===== src/rtl/alu_pkg.sv =====
// Shared ALU definitions: operation encoding, default datapath sizing and
// the bit positions of the {C,V,Z,N} status flags.
package alu_pkg;

    localparam logic OP_ADD = 1'b0;
    localparam logic OP_SUB = 1'b1;

    localparam int DEF_WIDTH = 16;
    localparam int DEF_CHUNK = 4;

    localparam int NUM_FLAGS = 4;
    localparam int FLAG_C    = 3;
    localparam int FLAG_V    = 2;
    localparam int FLAG_Z    = 1;
    localparam int FLAG_N    = 0;

endpackage


===== src/rtl/pipe_addr_if.sv =====
// Operand/result handshake bundle for the pipelined adder/subtractor.
// slave is the adder side, master is the producer/consumer side.
interface pipe_addr_if
    import alu_pkg::*;
#(
    parameter int WIDTH = DEF_WIDTH
);
    logic [WIDTH-1:0] num1_IN;
    logic [WIDTH-1:0] num2_IN;
    logic             Carry_IN;
    logic             Sub_IN;
    logic             Valid_IN;
    logic             Ready_OUT;
    logic [WIDTH-1:0] ADDR_OUT;
    logic             Carry_MSB;
    logic             Ovf_OUT;
    logic             Zero_OUT;
    logic             Neg_OUT;
    logic             Valid_OUT;
    logic             Ready_IN;

    modport slave (
        input  num1_IN, num2_IN, Carry_IN, Sub_IN, Valid_IN, Ready_IN,
        output Ready_OUT, ADDR_OUT, Carry_MSB, Ovf_OUT, Zero_OUT, Neg_OUT, Valid_OUT
    );

    modport master (
        output num1_IN, num2_IN, Carry_IN, Sub_IN, Valid_IN, Ready_IN,
        input  Ready_OUT, ADDR_OUT, Carry_MSB, Ovf_OUT, Zero_OUT, Neg_OUT, Valid_OUT
    );

endinterface


===== src/rtl/addr_chunk.sv =====
// Combinational CHUNK-bit ripple adder built from full_addr_1_bit cells.
// Also exposes the carry into the chunk MSB so the top chunk can derive
// signed overflow.
module addr_chunk #(
    parameter int CHUNK = 4
) (
    input  logic [CHUNK-1:0] a,
    input  logic [CHUNK-1:0] b,
    input  logic             c_in,
    output logic [CHUNK-1:0] sum,
    output logic             c_out,
    output logic             c_msb
);

    logic [CHUNK:0] carry;

    assign carry[0] = c_in;

    for (genvar gi = 0; gi < CHUNK; gi++) begin : bit_g
        full_addr_1_bit u_fa (
            .a    (a[gi]),
            .b    (b[gi]),
            .c_in (carry[gi]),
            .sum  (sum[gi]),
            .c_out(carry[gi+1])
        );
    end

    assign c_out = carry[CHUNK];
    assign c_msb = carry[CHUNK-1];

endmodule


===== src/rtl/full_addr_1_bit.sv =====
// Single-bit full adder cell.
module full_addr_1_bit (
    input  logic a,
    input  logic b,
    input  logic c_in,
    output logic sum,
    output logic c_out
);

    assign sum   = a ^ b ^ c_in;
    assign c_out = (a & b) | (c_in & (a ^ b));

endmodule


===== src/rtl/pipe_addr.sv =====
// Pipelined adder/subtractor: one CHUNK-bit ripple slice per stage, carry
// registered between stages, global advance enable for backpressure.
// WIDTH must be a multiple of CHUNK.
module pipe_addr
    import alu_pkg::*;
#(
    parameter int WIDTH = DEF_WIDTH,
    parameter int CHUNK = DEF_CHUNK
) (
    input  logic       CLK_IN,
    input  logic       RST_IN,
    pipe_addr_if.slave bus
);

    localparam int STAGES = WIDTH / CHUNK;

    logic                 adv;
    logic                 ready_out;
    logic                 valid_out;
    logic [WIDTH-1:0]     b_eff;
    logic                 c_eff;
    logic [NUM_FLAGS-1:0] flags_next;
    logic [NUM_FLAGS-1:0] flags_reg;

    // Fold subtraction into addition: invert operand B and the carry-in.
    always_comb begin
        b_eff = bus.num2_IN;
        c_eff = bus.Carry_IN;
        case (bus.Sub_IN)
            OP_ADD: begin
                b_eff = bus.num2_IN;
                c_eff = bus.Carry_IN;
            end
            OP_SUB: begin
                b_eff = ~bus.num2_IN;
                c_eff = ~bus.Carry_IN;
            end
            default: ;
        endcase
    end

    for (genvar gi = 0; gi < STAGES; gi++) begin : stage_g
        localparam int SUM_W = (gi + 1) * CHUNK;

        logic [CHUNK-1:0] a_chunk;
        logic [CHUNK-1:0] b_chunk;
        logic [CHUNK-1:0] s_chunk;
        logic             c_in;
        logic             c_out;
        logic             c_msb;
        logic             v_in;
        logic [SUM_W-1:0] sum_next;
        logic [SUM_W-1:0] sum_reg;
        logic             valid_reg;

        // Stage 0 reads the live operands; later stages read the leftovers
        // of the previous stage. Low result chunks accumulate in sum_reg.
        if (gi == 0) begin : g_src
            assign a_chunk  = bus.num1_IN[CHUNK-1:0];
            assign b_chunk  = b_eff[CHUNK-1:0];
            assign c_in     = c_eff;
            assign v_in     = bus.Valid_IN & ready_out;
            assign sum_next = s_chunk;
        end else begin : g_src
            assign a_chunk  = stage_g[gi-1].g_fwd.a_rem_reg[CHUNK-1:0];
            assign b_chunk  = stage_g[gi-1].g_fwd.b_rem_reg[CHUNK-1:0];
            assign c_in     = stage_g[gi-1].g_fwd.carry_reg;
            assign v_in     = stage_g[gi-1].valid_reg;
            assign sum_next = {s_chunk, stage_g[gi-1].sum_reg};
        end

        addr_chunk #(.CHUNK(CHUNK)) u_chunk (
            .a    (a_chunk),
            .b    (b_chunk),
            .c_in (c_in),
            .sum  (s_chunk),
            .c_out(c_out),
            .c_msb(c_msb)
        );

        // Partial sum and valid bit advance together; frozen on stall.
        always_ff @(posedge CLK_IN) begin
            if (RST_IN) begin
                sum_reg   <= '0;
                valid_reg <= 1'b0;
            end else if (adv) begin
                sum_reg   <= sum_next;
                valid_reg <= v_in;
            end
        end

        // Every stage but the last forwards the carry and the operand chunks
        // still to be added, shifted down so the next chunk sits at bit 0.
        if (gi < STAGES - 1) begin : g_fwd
            localparam int REM_W = WIDTH - SUM_W;

            logic [REM_W-1:0] a_rem_next;
            logic [REM_W-1:0] b_rem_next;
            logic [REM_W-1:0] a_rem_reg;
            logic [REM_W-1:0] b_rem_reg;
            logic             carry_reg;
            logic             c_msb_unused;

            // Only the top chunk's MSB carry matters, for overflow.
            assign c_msb_unused = c_msb;

            if (gi == 0) begin : g_rem_src
                assign a_rem_next = bus.num1_IN[WIDTH-1:CHUNK];
                assign b_rem_next = b_eff[WIDTH-1:CHUNK];
            end else begin : g_rem_src
                assign a_rem_next = stage_g[gi-1].g_fwd.a_rem_reg[REM_W+CHUNK-1:CHUNK];
                assign b_rem_next = stage_g[gi-1].g_fwd.b_rem_reg[REM_W+CHUNK-1:CHUNK];
            end

            // Inter-stage carry and pending operand chunks.
            always_ff @(posedge CLK_IN) begin
                if (RST_IN) begin
                    a_rem_reg <= '0;
                    b_rem_reg <= '0;
                    carry_reg <= 1'b0;
                end else if (adv) begin
                    a_rem_reg <= a_rem_next;
                    b_rem_reg <= b_rem_next;
                    carry_reg <= c_out;
                end
            end
        end
    end

    assign valid_out = stage_g[STAGES-1].valid_reg;
    assign adv       = ~valid_out | bus.Ready_IN;
    assign ready_out = adv & ~RST_IN;

    // Status flags derived from the completed top chunk.
    always_comb begin
        flags_next         = '0;
        flags_next[FLAG_C] = stage_g[STAGES-1].c_out;
        flags_next[FLAG_V] = stage_g[STAGES-1].c_msb ^ stage_g[STAGES-1].c_out;
        flags_next[FLAG_Z] = (stage_g[STAGES-1].sum_next == '0);
        flags_next[FLAG_N] = stage_g[STAGES-1].sum_next[WIDTH-1];
    end

    // Flags register alongside the final stage; reset reports a zero result.
    always_ff @(posedge CLK_IN) begin
        if (RST_IN) begin
            flags_reg         <= '0;
            flags_reg[FLAG_Z] <= 1'b1;
        end else if (adv) begin
            flags_reg <= flags_next;
        end
    end

    assign bus.Ready_OUT = ready_out;
    assign bus.Valid_OUT = valid_out;
    assign bus.ADDR_OUT  = stage_g[STAGES-1].sum_reg;
    assign bus.Carry_MSB = flags_reg[FLAG_C];
    assign bus.Ovf_OUT   = flags_reg[FLAG_V];
    assign bus.Zero_OUT  = flags_reg[FLAG_Z];
    assign bus.Neg_OUT   = flags_reg[FLAG_N];

endmodule


===== src/flat_wrapper.sv =====
// flat-port wrapper written by rule: the top's interface ports become plain ports
module pipe_addr_flat import alu_pkg::*;
#(
    parameter int WIDTH = DEF_WIDTH,
    parameter int CHUNK = DEF_CHUNK
)
  (CLK_IN, RST_IN, bus_num1_IN, bus_num2_IN, bus_Carry_IN, bus_Sub_IN, bus_Valid_IN, bus_Ready_IN, bus_Ready_OUT, bus_ADDR_OUT, bus_Carry_MSB, bus_Ovf_OUT, bus_Zero_OUT, bus_Neg_OUT, bus_Valid_OUT);
  pipe_addr_if #(.WIDTH(WIDTH)) bus_i ();
  input  logic CLK_IN;
  input  logic RST_IN;
  input wire logic [$bits(bus_i.num1_IN)-1:0] bus_num1_IN;
  input wire logic [$bits(bus_i.num2_IN)-1:0] bus_num2_IN;
  input wire logic [$bits(bus_i.Carry_IN)-1:0] bus_Carry_IN;
  input wire logic [$bits(bus_i.Sub_IN)-1:0] bus_Sub_IN;
  input wire logic [$bits(bus_i.Valid_IN)-1:0] bus_Valid_IN;
  input wire logic [$bits(bus_i.Ready_IN)-1:0] bus_Ready_IN;
  output wire logic [$bits(bus_i.Ready_OUT)-1:0] bus_Ready_OUT;
  output wire logic [$bits(bus_i.ADDR_OUT)-1:0] bus_ADDR_OUT;
  output wire logic [$bits(bus_i.Carry_MSB)-1:0] bus_Carry_MSB;
  output wire logic [$bits(bus_i.Ovf_OUT)-1:0] bus_Ovf_OUT;
  output wire logic [$bits(bus_i.Zero_OUT)-1:0] bus_Zero_OUT;
  output wire logic [$bits(bus_i.Neg_OUT)-1:0] bus_Neg_OUT;
  output wire logic [$bits(bus_i.Valid_OUT)-1:0] bus_Valid_OUT;
  assign bus_i.num1_IN = bus_num1_IN;
  assign bus_i.num2_IN = bus_num2_IN;
  assign bus_i.Carry_IN = bus_Carry_IN;
  assign bus_i.Sub_IN = bus_Sub_IN;
  assign bus_i.Valid_IN = bus_Valid_IN;
  assign bus_i.Ready_IN = bus_Ready_IN;
  assign bus_Ready_OUT = bus_i.Ready_OUT;
  assign bus_ADDR_OUT = bus_i.ADDR_OUT;
  assign bus_Carry_MSB = bus_i.Carry_MSB;
  assign bus_Ovf_OUT = bus_i.Ovf_OUT;
  assign bus_Zero_OUT = bus_i.Zero_OUT;
  assign bus_Neg_OUT = bus_i.Neg_OUT;
  assign bus_Valid_OUT = bus_i.Valid_OUT;
  pipe_addr #(.WIDTH(WIDTH), .CHUNK(CHUNK)) u_core (.CLK_IN(CLK_IN), .RST_IN(RST_IN), .bus(bus_i));
endmodule

===== config.mk =====
export PLATFORM = sky130hd
export DESIGN_NAME = pipe_addr_flat
export DESIGN_NICKNAME = d
export VERILOG_FILES = /design/src/rtl/alu_pkg.sv /design/src/rtl/pipe_addr_if.sv /design/src/rtl/addr_chunk.sv /design/src/rtl/full_addr_1_bit.sv /design/src/rtl/pipe_addr.sv /design/src/flat_wrapper.sv
export SDC_FILE = /design/constraint.sdc
export NUM_CORES = 1
export LEC_CHECK = 0
export ABC_AREA = 1
export CAP_MARGIN = 10
export CORE_ASPECT_RATIO = 0.75
export CORE_MARGIN = 5
export CORE_UTILIZATION = 45
export CTS_BUF_LIST = sky130_fd_sc_hd__clkbuf_16
export CTS_CLUSTER_DIAMETER = 60
export DETAILED_ROUTE_END_ITERATION = 16
export GPL_ROUTABILITY_DRIVEN = 1
export GPL_TIMING_DRIVEN = 0
export MAX_ROUTING_LAYER = met4
export PLACE_DENSITY = 0.79
export SYNTH_ARGS = -nofsm -noshare
export SYNTH_HDL_FRONTEND = slang
export SYNTH_SLANG_ARGS = --single-unit

===== constraint.sdc =====
create_clock -name CLK_IN -period 4.3 [get_ports CLK_IN]
set_clock_uncertainty 0.2 [all_clocks]
set_input_delay 0.86 -clock CLK_IN [delete_from_list [all_inputs] [get_ports CLK_IN]]
set_output_delay 0.86 -clock CLK_IN [all_outputs]
set_load 0.02 [all_outputs]

==> results.sh <==
export IMPL_end_kind="output port"
export IMPL_ctsResizeCount=0
export IMPL_core_um2=8600
export IMPL_hold_path_class="reg2reg"
export IMPL_ios=60
export IMPL_post_dp_hpwl_mm=7.36
export IMPL_p_leak_nw=1.99
export IMPL_hold_path_end="u_core.stage_g[1].valid_reg$_SDFFE_PP0N_"
export IMPL_powerDensity_nw_per_um2=402
export IMPL_grt_ovfl_total=0
export IMPL_yosys_top_cells_count="nor2_1 (129), dfxtp_1 (98), o21ai_0 (91), a21oi_1 (38), inv_1 (29)"
export IMPL_ir_drop_uv=234
export IMPL_antenna_found_initial=0
export IMPL_yosysSeqAreaShare_pct=48.8
export IMPL_layout_nets=593
export IMPL_path_max_fanout=10
export IMPL_cts_buffer_depth=2
export IMPL_avgViaCountPerCell=5.20
export IMPL_synth_enable_flop_cells=0
export IMPL_r2r_start="u_core.stage_g[2].g_fwd.a_rem_reg[0]$_SDFFE_PP0N_"
export IMPL_post_cts_buffers=0
export IMPL_finalSetupViolCount=0
export IMPL_root_buffer="clkbuf_16"
export IMPL_worst_slack_ns=0.703
export IMPL_r2r_cells=13
export IMPL_ys_ff_latch=98
export IMPL_hold_worst_slack_ns=0.266
export IMPL_vias=3385
export IMPL_use_met2_pct=31.7
export IMPL_start_kind="input pin"
export IMPL_finalCoreUtilization_pct=58.0
export IMPL_synth_top_area_share_pct=48.8
export IMPL_fin_crit_sh_pct=83.7
export IMPL_pre_cts_ws_ns=0.603
export IMPL_syn_area_per_cell_um2=8.55
export IMPL_hold_depth=2
export IMPL_yosys_warnings=0
export IMPL_drt_iter0_markers=285
export IMPL_period_minus_slack_ns=3.60
export IMPL_synth_top_area_cell="dfxtp_1"
export IMPL_die_h_um=91.8
export IMPL_die_area_um2=10900
export IMPL_routedWlPerCell_um=15.4
export IMPL_drt_wl_total_mm=10.0
export IMPL_htreeDepth=3
export IMPL_netlist_top_cells_area="dfxtp_1 (49%), nor2_1 (12%), o21ai_0 (11%), fa_1 (8.0%), a21oi_1 (4.7%)"
export IMPL_clock_sinks=98
export IMPL_grt_use_met1_pct=25.3
export IMPL_cts_hold_buf=0
export IMPL_hold_viol=0
export IMPL_hold_start="u_core.stage_g[0].valid_reg$_SDFFE_PP0N_"
export IMPL_worstPathRequired_ns=3.24
export IMPL_synth_cell_type_count=17
export IMPL_grt_max_degree=15
export IMPL_rows=29
export IMPL_grt_setup_unrepaired="false"
export IMPL_syn_area_um2=4020
export IMPL_cts_tree="done"
export IMPL_synth_nets=524
export IMPL_grt_pass1_wl_mm=16.8
export IMPL_numCtsBuffers=9
export IMPL_drive_gt1_share_pct=7.73
export IMPL_slew_headroom_pct=65.9
export IMPL_die_x_um=119
export IMPL_busiest_layer="met2"
export IMPL_dr_pass1_iters=5
export IMPL_final_antenna_net_count=0
export IMPL_outcome="complete, no violations"
export IMPL_tns_ns=0
export IMPL_cap_violations=0
export IMPL_final_cell_area_um2=4990
export IMPL_arrival_ns=2.54
export IMPL_place_gp_congestion=0.879
export IMPL_place_area_um2=4730
export IMPL_numPortBuffers=58
export IMPL_critPathKind="in2out"
export IMPL_start_util_pct=46.7
export IMPL_clock_latency_ns=0.34
export IMPL_drc=0
export IMPL_netlist_instances=470
export IMPL_regToRegEndpoint="u_core.flags_reg[1]$_SDFFE_PP1N_"
export IMPL_met3_usage_pct=5.72
export IMPL_tightest_slew_ns=0.511
export IMPL_grt_pass1_vias=3479
export IMPL_area_growth_pct=24.1
export IMPL_ff2ff_setup_slack_ns=1.60
export IMPL_synthFlopType="dfxtp_1"
export IMPL_clkTransAtPathRegs_ns=0.07
export IMPL_antenna_cells=0
export IMPL_clock_fmax_mhz=278
export IMPL_async_flop_share_pct=0
export IMPL_grt_usage_pct=19.8
export IMPL_synth_most_common_cell="nor2_1"
export IMPL_report_final_slew_viol_count=0
-- cells in the final DEF (no fill, tap or decap) --
cell type,synthesis,routed
nand2_1,7,7
buf_6,15,15
o21ai_0,91,91
o21ai_1,5,5
dfxtp_1,98,98
clkbuf_16,0,9
inv_1,29,30
clkdlybuf4s50_1,0,58
clkbuf_1,8,8
clkinv_2,0,3
clkinv_1,0,2
a21oi_1,38,38
inv_2,3,3
nand2_4,1,1
xnor2_1,16,16
xor2_1,2,2
fa_1,16,16
nor2_1,129,129
buf_2,8,8
buf_4,3,3
nand3_1,1,1
-- area by class of cell --
type	count	area, µm²
timing repair buffer	58	581
fill	769	3610
clock inverter	6	26.3
inverter	32	120
sequential	98	1960
clock buffer	9	225
multi-input combinational	306	1680
buffer	34	262
tap	108	135
-- metrics by stage --
stage	total power [mW]	instances
6_report	2.01	651
3_3_place_gp	1.31	636
2_1_floorplan	1.20	470
5_1_grt	2.09	651
3_5_place_dp	1.32	636
4_1_cts	2.01	651
-- report_power, final --
part / internal, mW / switching [mW]
Combinational: 0.137 / 0.148
Clock: 0.379 / 0.320
Sequential: 0.978 / 0.0431
-- kinds of logic after synthesis --
family | Yosys count | share of synthesized area [%]
AND/OR/NAND/NOR | 138 | 13.1
AO/OA/AOI/OAI | 134 | 16.7
flip-flops | 98 | 48.8
buffers and inverters | 66 | 9.50
XOR/XNOR | 18 | 3.92
adder cells (fa/ha/maj) | 16 | 7.97
-- layer usage --
metal | wire [µm] | share of wire (%)
met5 | 0 | 0
met4 | 63 | 0.63
met3 | 752 | 7.5
met2 | 4640 | 46
met1 | 4560 | 46
-- critical path, cell delays in order --
cell	delay, ns
clkdlybuf4s50_1	0.47
inv_2	0.04
nand2_4	0.07
inv_2	0.05
buf_6	0.15
buf_4	0.19
nor2_1	0.10
clkdlybuf4s50_1	0.61
-- worst max path at each step --
stage                   startpoint                                   endpoint  slack, ns  cells past startpoint
floorplan               bus_Sub_IN  u_core.stage_g[0].sum_reg[3]$_SDFFE_PP0N_       0.97                     10
global placement    bus_num2_IN[0]  u_core.stage_g[0].sum_reg[3]$_SDFFE_PP0N_       0.69                      9
detailed placement  bus_num2_IN[0]  u_core.stage_g[0].sum_reg[3]$_SDFFE_PP0N_       0.60                      9
CTS                   bus_Ready_IN                              bus_Ready_OUT       0.71                      8
global route          bus_Ready_IN                              bus_Ready_OUT       0.64                      8
finish                bus_Ready_IN                              bus_Ready_OUT       0.70                      8
No activity file was read; power rests on OpenSTA's default activity.
